<file path="src/rtl/galaga_rom_loader_if.sv">
// rtl/galaga_rom_loader_if.sv - data_io download bus and core ROM write bus
interface galaga_rom_loader_if;
    logic        ioctl_download;
    logic [7:0]  ioctl_index;
    logic        ioctl_wr;
    logic [24:0] ioctl_addr;
    logic [7:0]  ioctl_dout;
    logic [15:0] dn_addr;
    logic [7:0]  dn_data;
    logic        dn_wr;

    // master: data_io side (drives the download, observes ROM writes)
    modport master (
        output ioctl_download, ioctl_index, ioctl_wr, ioctl_addr, ioctl_dout,
        input  dn_addr, dn_data, dn_wr
    );

    // slave: the loader itself
    modport slave (
        input  ioctl_download, ioctl_index, ioctl_wr, ioctl_addr, ioctl_dout,
        output dn_addr, dn_data, dn_wr
    );
endinterface

</file>
<file path="src/rtl/galaga_rom_loader.sv">
// rtl/galaga_rom_loader.sv - forwards the Galaga ROM image to the core and gates core reset
module galaga_rom_loader #(
    parameter logic [7:0]  ROM_INDEX     = 8'h00,
    parameter logic [16:0] ROM_SIZE      = 17'h10000,
    parameter int unsigned SETTLE_CYCLES = 1024
) (
    input  logic                clk_sys,
    input  logic                reset,
    galaga_rom_loader_if.slave  io,
    output logic                core_reset,
    output logic                rom_ok,
    output logic                rom_err,
    output logic [16:0]         byte_cnt,
    output logic [7:0]          chk_sum
);
    typedef enum logic [1:0] {S_IDLE, S_LOAD, S_SETTLE, S_DONE} state_t;

    // A zero settle length still spends one cycle in SETTLE.
    localparam int unsigned SETTLE_LAST = (SETTLE_CYCLES == 0) ? 0 : SETTLE_CYCLES - 1;
    localparam int          CW          = $clog2(SETTLE_LAST + 2);
    localparam logic [CW-1:0] SETTLE_END = CW'(SETTLE_LAST);

    state_t          r_state;
    state_t          w_state_nxt;
    logic [CW-1:0]   r_settle_cnt;
    logic            r_ovf;
    logic            r_seq_err;
    logic            r_rom_ok;
    logic            r_rom_err;
    logic            r_dn_wr;
    logic [15:0]     r_dn_addr;
    logic [7:0]      r_dn_data;
    logic [16:0]     r_byte_cnt;
    logic [7:0]      r_chk_sum;

    logic            w_match;
    logic            w_start;
    logic            w_in_load;
    logic            w_in_range;
    logic            w_accept;
    logic            w_drop;
    logic            w_seq_bad;
    logic            w_load_end;
    logic [16:0]     w_cnt_nxt;
    logic            w_ovf_nxt;
    logic            w_seq_nxt;
    logic            w_err_nxt;

    assign w_match    = io.ioctl_download && (io.ioctl_index == ROM_INDEX);
    assign w_start    = w_match && (r_state != S_LOAD);
    assign w_in_load  = (r_state == S_LOAD);
    assign w_in_range = (io.ioctl_addr < {8'd0, ROM_SIZE});
    assign w_accept   = w_in_load && io.ioctl_wr && w_in_range;
    assign w_drop     = w_in_load && io.ioctl_wr && !w_in_range;
    assign w_seq_bad  = w_accept && (io.ioctl_addr != {8'd0, r_byte_cnt});
    assign w_load_end = w_in_load && !io.ioctl_download;
    assign w_cnt_nxt  = (w_accept && (r_byte_cnt != ROM_SIZE)) ? r_byte_cnt + 17'd1 : r_byte_cnt;
    assign w_ovf_nxt  = r_ovf | w_drop;
    assign w_seq_nxt  = r_seq_err | w_seq_bad;
    // Verdict includes a write landing in the same cycle the download drops.
    assign w_err_nxt  = w_ovf_nxt | w_seq_nxt | (w_cnt_nxt != ROM_SIZE);

    // State register
    always_ff @(posedge clk_sys) begin
        if (reset) r_state <= S_IDLE;
        else       r_state <= w_state_nxt;
    end

    // Next-state: a matching download pre-empts SETTLE and DONE
    always_comb begin
        w_state_nxt = r_state;
        case (r_state)
            S_IDLE:   if (w_match) w_state_nxt = S_LOAD;
            S_LOAD:   if (!io.ioctl_download) w_state_nxt = S_SETTLE;
            S_SETTLE: begin
                if (w_match)                         w_state_nxt = S_LOAD;
                else if (r_settle_cnt == SETTLE_END) w_state_nxt = S_DONE;
            end
            S_DONE:   if (w_match) w_state_nxt = S_LOAD;
            default:  w_state_nxt = S_IDLE;
        endcase
    end

    // Outputs: core held in reset unless a good image has fully settled
    always_comb begin
        core_reset = !((r_state == S_DONE) && r_rom_ok);
        rom_ok     = r_rom_ok;
        rom_err    = r_rom_err;
        byte_cnt   = r_byte_cnt;
        chk_sum    = r_chk_sum;
        io.dn_wr   = r_dn_wr;
        io.dn_addr = r_dn_addr;
        io.dn_data = r_dn_data;
    end

    // Settle counter runs only while in SETTLE; restarts from zero on each entry
    always_ff @(posedge clk_sys) begin
        if (reset || (r_state != S_SETTLE) || w_match) r_settle_cnt <= '0;
        else if (r_settle_cnt != SETTLE_END)           r_settle_cnt <= r_settle_cnt + CW'(1);
    end

    // Write forwarding, counters, error flags and the verdict latched on LOAD exit
    always_ff @(posedge clk_sys) begin
        if (reset) begin
            r_dn_wr    <= 1'b0;
            r_dn_addr  <= 16'd0;
            r_dn_data  <= 8'd0;
            r_byte_cnt <= 17'd0;
            r_chk_sum  <= 8'd0;
            r_ovf      <= 1'b0;
            r_seq_err  <= 1'b0;
            r_rom_ok   <= 1'b0;
            r_rom_err  <= 1'b0;
        end else begin
            r_dn_wr <= w_accept;
            if (w_accept) begin
                r_dn_addr <= io.ioctl_addr[15:0];
                r_dn_data <= io.ioctl_dout;
            end
            if (w_start) begin
                r_byte_cnt <= 17'd0;
                r_chk_sum  <= 8'd0;
                r_ovf      <= 1'b0;
                r_seq_err  <= 1'b0;
                r_rom_ok   <= 1'b0;
                r_rom_err  <= 1'b0;
            end else if (w_in_load) begin
                r_byte_cnt <= w_cnt_nxt;
                r_chk_sum  <= r_chk_sum + (w_accept ? io.ioctl_dout : 8'd0);
                r_ovf      <= w_ovf_nxt;
                r_seq_err  <= w_seq_nxt;
                if (w_load_end) begin
                    r_rom_err <= w_err_nxt;
                    r_rom_ok  <= !w_err_nxt;
                end
            end
        end
    end
endmodule

</file>
<file path="src/flat_wrapper.sv">
// flat-port wrapper written by rule: the top's interface ports become plain ports
module galaga_rom_loader_flat 
#(
    parameter logic [7:0]  ROM_INDEX     = 8'h00,
    parameter logic [16:0] ROM_SIZE      = 17'h10000,
    parameter int unsigned SETTLE_CYCLES = 1024
)
  (clk_sys, reset, core_reset, rom_ok, rom_err, byte_cnt, chk_sum, io_ioctl_download, io_ioctl_index, io_ioctl_wr, io_ioctl_addr, io_ioctl_dout, io_dn_addr, io_dn_data, io_dn_wr);
  galaga_rom_loader_if io_i ();
  input  logic clk_sys;
  input  logic reset;
  output logic core_reset;
  output logic rom_ok;
  output logic rom_err;
  output logic [16:0] byte_cnt;
  output logic [7:0] chk_sum;
  input wire logic [$bits(io_i.ioctl_download)-1:0] io_ioctl_download;
  input wire logic [$bits(io_i.ioctl_index)-1:0] io_ioctl_index;
  input wire logic [$bits(io_i.ioctl_wr)-1:0] io_ioctl_wr;
  input wire logic [$bits(io_i.ioctl_addr)-1:0] io_ioctl_addr;
  input wire logic [$bits(io_i.ioctl_dout)-1:0] io_ioctl_dout;
  output wire logic [$bits(io_i.dn_addr)-1:0] io_dn_addr;
  output wire logic [$bits(io_i.dn_data)-1:0] io_dn_data;
  output wire logic [$bits(io_i.dn_wr)-1:0] io_dn_wr;
  assign io_i.ioctl_download = io_ioctl_download;
  assign io_i.ioctl_index = io_ioctl_index;
  assign io_i.ioctl_wr = io_ioctl_wr;
  assign io_i.ioctl_addr = io_ioctl_addr;
  assign io_i.ioctl_dout = io_ioctl_dout;
  assign io_dn_addr = io_i.dn_addr;
  assign io_dn_data = io_i.dn_data;
  assign io_dn_wr = io_i.dn_wr;
  galaga_rom_loader #(.ROM_INDEX(ROM_INDEX), .ROM_SIZE(ROM_SIZE), .SETTLE_CYCLES(SETTLE_CYCLES)) u_core (.clk_sys(clk_sys), .reset(reset), .io(io_i), .core_reset(core_reset), .rom_ok(rom_ok), .rom_err(rom_err), .byte_cnt(byte_cnt), .chk_sum(chk_sum));
endmodule
</file>
<file path="config.mk">
export PLATFORM = sky130hd
export DESIGN_NAME = galaga_rom_loader_flat
export DESIGN_NICKNAME = d
export VERILOG_FILES = /design/src/rtl/galaga_rom_loader_if.sv /design/src/rtl/galaga_rom_loader.sv /design/src/flat_wrapper.sv
export SDC_FILE = /design/constraint.sdc
export NUM_CORES = 1
export LEC_CHECK = 0
export BUFFER_PORTS_ARGS = -buffer_cell sky130_fd_sc_hd__buf_2
export CORE_MARGIN = 3
export CORE_UTILIZATION = 43
export DETAILED_ROUTE_END_ITERATION = 10
export MAX_ROUTING_LAYER = met4
export PLACE_DENSITY_LB_ADDON = 0.12
export SLEW_MARGIN = 40
export SYNTH_ARGS = -nofsm -noshare
export SYNTH_HDL_FRONTEND = slang
export SYNTH_SLANG_ARGS = --single-unit
</file>
<file path="constraint.sdc">
create_clock -name clk_sys -period 3.53 [get_ports clk_sys]
set_clock_uncertainty 0.15 [all_clocks]
set_input_delay 0.1765 -clock clk_sys [delete_from_list [all_inputs] [get_ports clk_sys]]
set_output_delay 0.1765 -clock clk_sys [all_outputs]
set_load 0.05 [all_outputs]
</file>
Word-level counts from Yosys, hierarchy flattened
Cells that the tools add are included.

Add/sub/neg operators: 3. Magnitude comparators: 1. Equal/unequal tests: 13. Multiplexer cells: 7. Bitwise operators: 4. Reduce and logical (&&, ||, !) cells: 21.

Operators by type and width (number): 17-bit != test (second input constant) (2); 25-bit by 17-bit < comparator with 1-bit output (second input constant) (1); 25-bit by 17-bit != test with 1-bit output (1); 17-bit by 1-bit adder with 17-bit output (second input constant) (1); 17-bit two-way mux (1); 11-bit by 1-bit adder with 11-bit output (second input constant) (1); 11-bit by 10-bit equality test with 1-bit output (second input constant) (1); 11-bit by 10-bit != test with 1-bit output (second input constant) (1); 1-bit logical AND (9); 8-bit adder (1); 8-bit logical NOT (1); 2-bit two-way mux (4); 8-bit two-way mux (1); 2-bit case mux with 3 select lines (1); 2-bit equality test (second input constant) (2); 1-bit logical NOT (4); 2-bit by 1-bit != test with 1-bit output (second input constant) (2); 2-bit != test (second input constant) (2); 1-bit OR (4); 2-bit OR reduction (2); 3-bit by 1-bit != test with 1-bit output (second input constant) (1); 3-bit AND reduction (1); 2-bit by 1-bit equality test with 1-bit output (second input constant) (1); 2-bit logical NOT (1); 2 further kinds (3).

Bits in registers: 67. Input port bits: 45. Logic and storage cells: 60.

Logic depth before layout (Yosys ltp)
Depth in word-level cells: 8. Gate-level depth with buffers: 17. Depth with buffers taken out: 15.

Least setup slack after synthesis
Ideal clock, no wire load.

Path type: reg2reg. From: reg u_core.r_state[0]. To: reg u_core.r_chk_sum[7], in the netlist u_core.chk_sum[7]. Data arrival time: 3.015 ns. Data required time: 3.308 ns. Path slack: 0.293 ns. Cell stages (with the launch flop): 16. Clock period less this slack: 3.237 ns. Path through: dfxtp_1 > ha_1 > clkbuf_1 > nand2_1 > nor4_4 > buf_4 > nand2_1 > inv_1 > ha_1 > a21o_1 > a21oi_1 > o21bai_1 > a2111oi_0 > nor3_1 > mux2i_1 > mux2i_1.

Word-level cells in the longest chain between the ends: 5. Elaborated cells on any way between the ends: 8. Those cells by class: add/sub (1); eq/ne (2); mux (1); reduce/logical (4).

Ends and longest elaborated chain: from (decl) (RTL line galaga_rom_loader.sv:23) `state_t r_state;`; from (signal assigned) (RTL line galaga_rom_loader.sv:66) `else r_state <= w_state_nxt;`; 2-bit by 1-bit equality test with 1-bit output (RTL line galaga_rom_loader.sv:51) `assign w_in_load = (r_state == S_LOAD);`; 1-bit logical AND (2 in a row) (RTL line galaga_rom_loader.sv:53) `assign w_accept = w_in_load && io.ioctl_wr && w_in_range;`; 8-bit two-way mux (RTL line galaga_rom_loader.sv:129) `r_chk_sum <= r_chk_sum + (w_accept ? io.ioctl_dout : 8'd0);`; 8-bit adder (RTL line galaga_rom_loader.sv:129); to (signal assigned) (RTL line galaga_rom_loader.sv:129); to (decl) (RTL line galaga_rom_loader.sv:34) `logic [7:0] r_chk_sum;`.

Parallel ways exist; a longest one is shown, timed or not. A chain may end at the register's enable or synchronous reset.

Worst setup path in the final report
Ends and elaborated chain as after synthesis.

==> run metrics <==
outcome finished, final reports clean; DP Area 4090 µm²; hold crit path type primary input to flop; full die area 9320 µm²; setup bufs post-CTS 0; Worst setup EP type flop; worst-path fanout max 10; Async S/R FF share, synth 0; slew margin rel. 0.620; # Max-Cap Violations 0; CTS clk-pin slew, worst paths 0.07 ns; clk buf depth 2; CTS sink cnt 67; setup TNS 0 ns; number of synthesized register bits 67; mapped cell area 3520 µm²; antenna violations before repair 0; Critical Path AT 3.24 ns; endpoints failing setup 0; max-slew violation count 0; post-route minimum period 3.12 ns; power density over cell area 374 nW/µm²; met1 wire length 4.15 mm; total gr overflow 0; WL final 9.55 mm; P&R area growth vs syn 28.3%; first-pass GRT wire length 15.2 mm; Initial Util 0.449; met3 wire length 515 µm; fin crit share 0.883; register area share after synthesis 0.381; Mapped Cells 443; clock buffer count from CTS 9; pin count of the biggest net entering global routing 30; top_reg_cell synth dfxtp_1; Final Hold Slack 0.0510 ns; share of layout cells above drive strength 1 0.224; Final Hold Fails 0; # IOs 98; syn_area_per_cell 7.95 µm²; Max Clk Rate 0.321 GHz; DR pass1 iterations 4; peak supply drop 0.171 mV; RD Place Congestion 0.889; Ant. Diodes 0; via count 3391; Die Y 96.5 µm; DRC viols 0; later-pin clock latency in the skew report 0.34 ns; row count 32; Vias/cell 5.13; Core Region 7850 µm²; DRT antenna net count 0; worst slew pin tran 0.570 ns; port buffer count 97; vias in the first global route 3188; Yosys warnings 0; metal2 WL 4.76 mm; Leak 1.93 nW; drt initial violations 121; Mapped Nets 502; Top Layer Used met4; Crit Path Class flop to flop; GRT Total Usage 0.215; Finished Cell Area 4520 µm²; synth unique cells 46; Root Driver clkbuf_8; Critical Path Source Type flop; DIE WIDTH 96.5 µm; FILL cells 772; Finished Core Util 0.576; hpwl dp 6.97 mm; post-DR wirelength/cell 14.4 µm; H-tree levels 3; Nets 615; Worst EP required 3.66 ns; unrepaired setup endpoints after global routing no; number of synthesized flops with an enable pin 0; CTS tree yes
[cell usage in the layout (no fill, tap or decap), drive strengths merged, types with 3 or more instances in the layout]
cell type / instances
nor2: 48
or3: 8
dfxtp: 67
ha: 13
nand3: 14
inv: 20
o21bai: 4
a21oi: 41
clkbuf: 9
nor3: 14
or2: 5
xnor2: 32
o21ai: 12
xor2: 13
dlygate4sd3: 25
clkinv: 3
and2: 4
buf: 103
nor4: 6
mux2i: 9
or4: 3
nand2: 67
a211oi: 3
a2111oi: 3
nand4: 11
[metrics by stage]
stage / setup WS, ns / total power, W / instances
2_1_floorplan: 0.293 / 0.000989 / 443
3_3_place_gp: 0.348 / 0.00106 / 622
3_5_place_dp: 0.258 / 0.00107 / 622
4_1_cts: 0.372 / 0.00171 / 661
5_1_grt: 0.0934 / 0.00177 / 661
6_report: 0.413 / 0.00169 / 661
[path summary, 6_finish.rpt]
kind / start / end / slack [ns] / cells after the start
setup / recovery: u_core.r_state[0] / u_core.chk_sum[7] / 0.41 / 13
hold / removal: io_ioctl_download / u_core.rom_ok / 0.05 / 3
setup reg to reg: u_core.r_state[0] / u_core.chk_sum[7] / 0.41 / 13
hold reg to reg: u_core.r_settle_cnt[10] / u_core.r_settle_cnt[10] / 0.30 / 2
[area by class of cell]
class                           count  area, µm²  area share
Multi-Input combinational cell    330       2020       0.446
Sequential cell                    67       1340       0.297
Timing Repair Buffer              128        781       0.173
Tap cell                          102        128      0.0282
Clock buffer                        9        124      0.0274
Inverter                           20       75.1      0.0166
Clock inverter                      5       56.3      0.0125
[metal layers]
layer  global-route usage  up-vias
li1                     -     1724
met1                0.254     1565
met2                0.371       90
met3               0.0457       12
met4               0.0596        0
met5                    -        -
[registers in the layout, summed over array words and instances, names as in the netlist]
signal	cells
u_core.r_ovf	1
u_core.r_settle_cnt	11
u_core.chk_sum	8
u_core.r_state	2
u_core.io.dn_addr	16
u_core.byte_cnt	17
u_core.r_seq_err	1
u_core.rom_err	1
u_core.rom_ok	1
u_core.io.dn_data	8
u_core.io.dn_wr	1
[timing repair]
| item | CTS | global route |
|---|---|---|
| hold buffers | 25 | 0 |
| endpoints found under the hold margin | 25 | 0 |
| gates resized for setup | 0 | 0 |
[Yosys cell counts, types with 2 or more instances]
library cell | number | share of area
xor2_1 | 13 | 0.032
buf_1 | 2 | 0.0021
nor2_1 | 48 | 0.051
a31oi_1 | 2 | 0.0036
nor3_1 | 14 | 0.020
and3_1 | 2 | 0.0036
or2_1 | 4 | 0.0071
a21o_1 | 2 | 0.0043
nand4b_1 | 2 | 0.0050
o21bai_1 | 4 | 0.0085
or4_1 | 2 | 0.0043
o21ai_0 | 10 | 0.014
xnor2_1 | 32 | 0.080
nand3_1 | 14 | 0.020
inv_1 | 20 | 0.021
clkbuf_1 | 22 | 0.023
nor3b_1 | 2 | 0.0043
a211oi_1 | 3 | 0.0064
ha_1 | 13 | 0.046
nand4_1 | 11 | 0.020
nor4_1 | 4 | 0.0071
dfxtp_1 | 67 | 0.38
or3_1 | 8 | 0.014
and2_1 | 4 | 0.0071
and4_1 | 2 | 0.0050
mux2i_1 | 9 | 0.026
a2111oi_0 | 2 | 0.0050
a21oi_1 | 41 | 0.058
nand2_1 | 67 | 0.071
[power by group]
part           internal (W)  switching, W  leakage (nW)  total (W)
logic              0.000116      0.000164          1.30   0.000280
registers          0.000777     0.0000183         0.540   0.000796
clock network      0.000317      0.000296        0.0909   0.000613
[worst max-delay path: stages, from the launching register on]
cell	delay, ns
dfxtp_1	0.38
ha_1	0.19
nand2_1	0.14
nor4_4	0.34
buf_4	0.25
nand2_1	0.09
inv_1	0.06
ha_1	0.25
a21oi_1	0.21
o21bai_1	0.10
a2111oi_0	0.41
nor3_1	0.12
mux2i_1	0.19
mux2i_1	0.18
[logic make-up (layout without fill, tap and decap cells)]
| logic type | after synthesis | after routing | share of synthesized area |
|---|---|---|---|
| AO/OA/AOI/OAI | 70 | 70 | 0.116 |
| XOR/XNOR | 45 | 45 | 0.112 |
| adder cells (fa/ha/maj) | 14 | 14 | 0.0518 |
| buffers and inverters | 46 | 162 | 0.0504 |
| flip-flops | 67 | 67 | 0.381 |
| multiplexers | 10 | 10 | 0.0288 |
| AND/OR/NAND/NOR | 191 | 191 | 0.261 |
(Power assumes the default switching activity.)
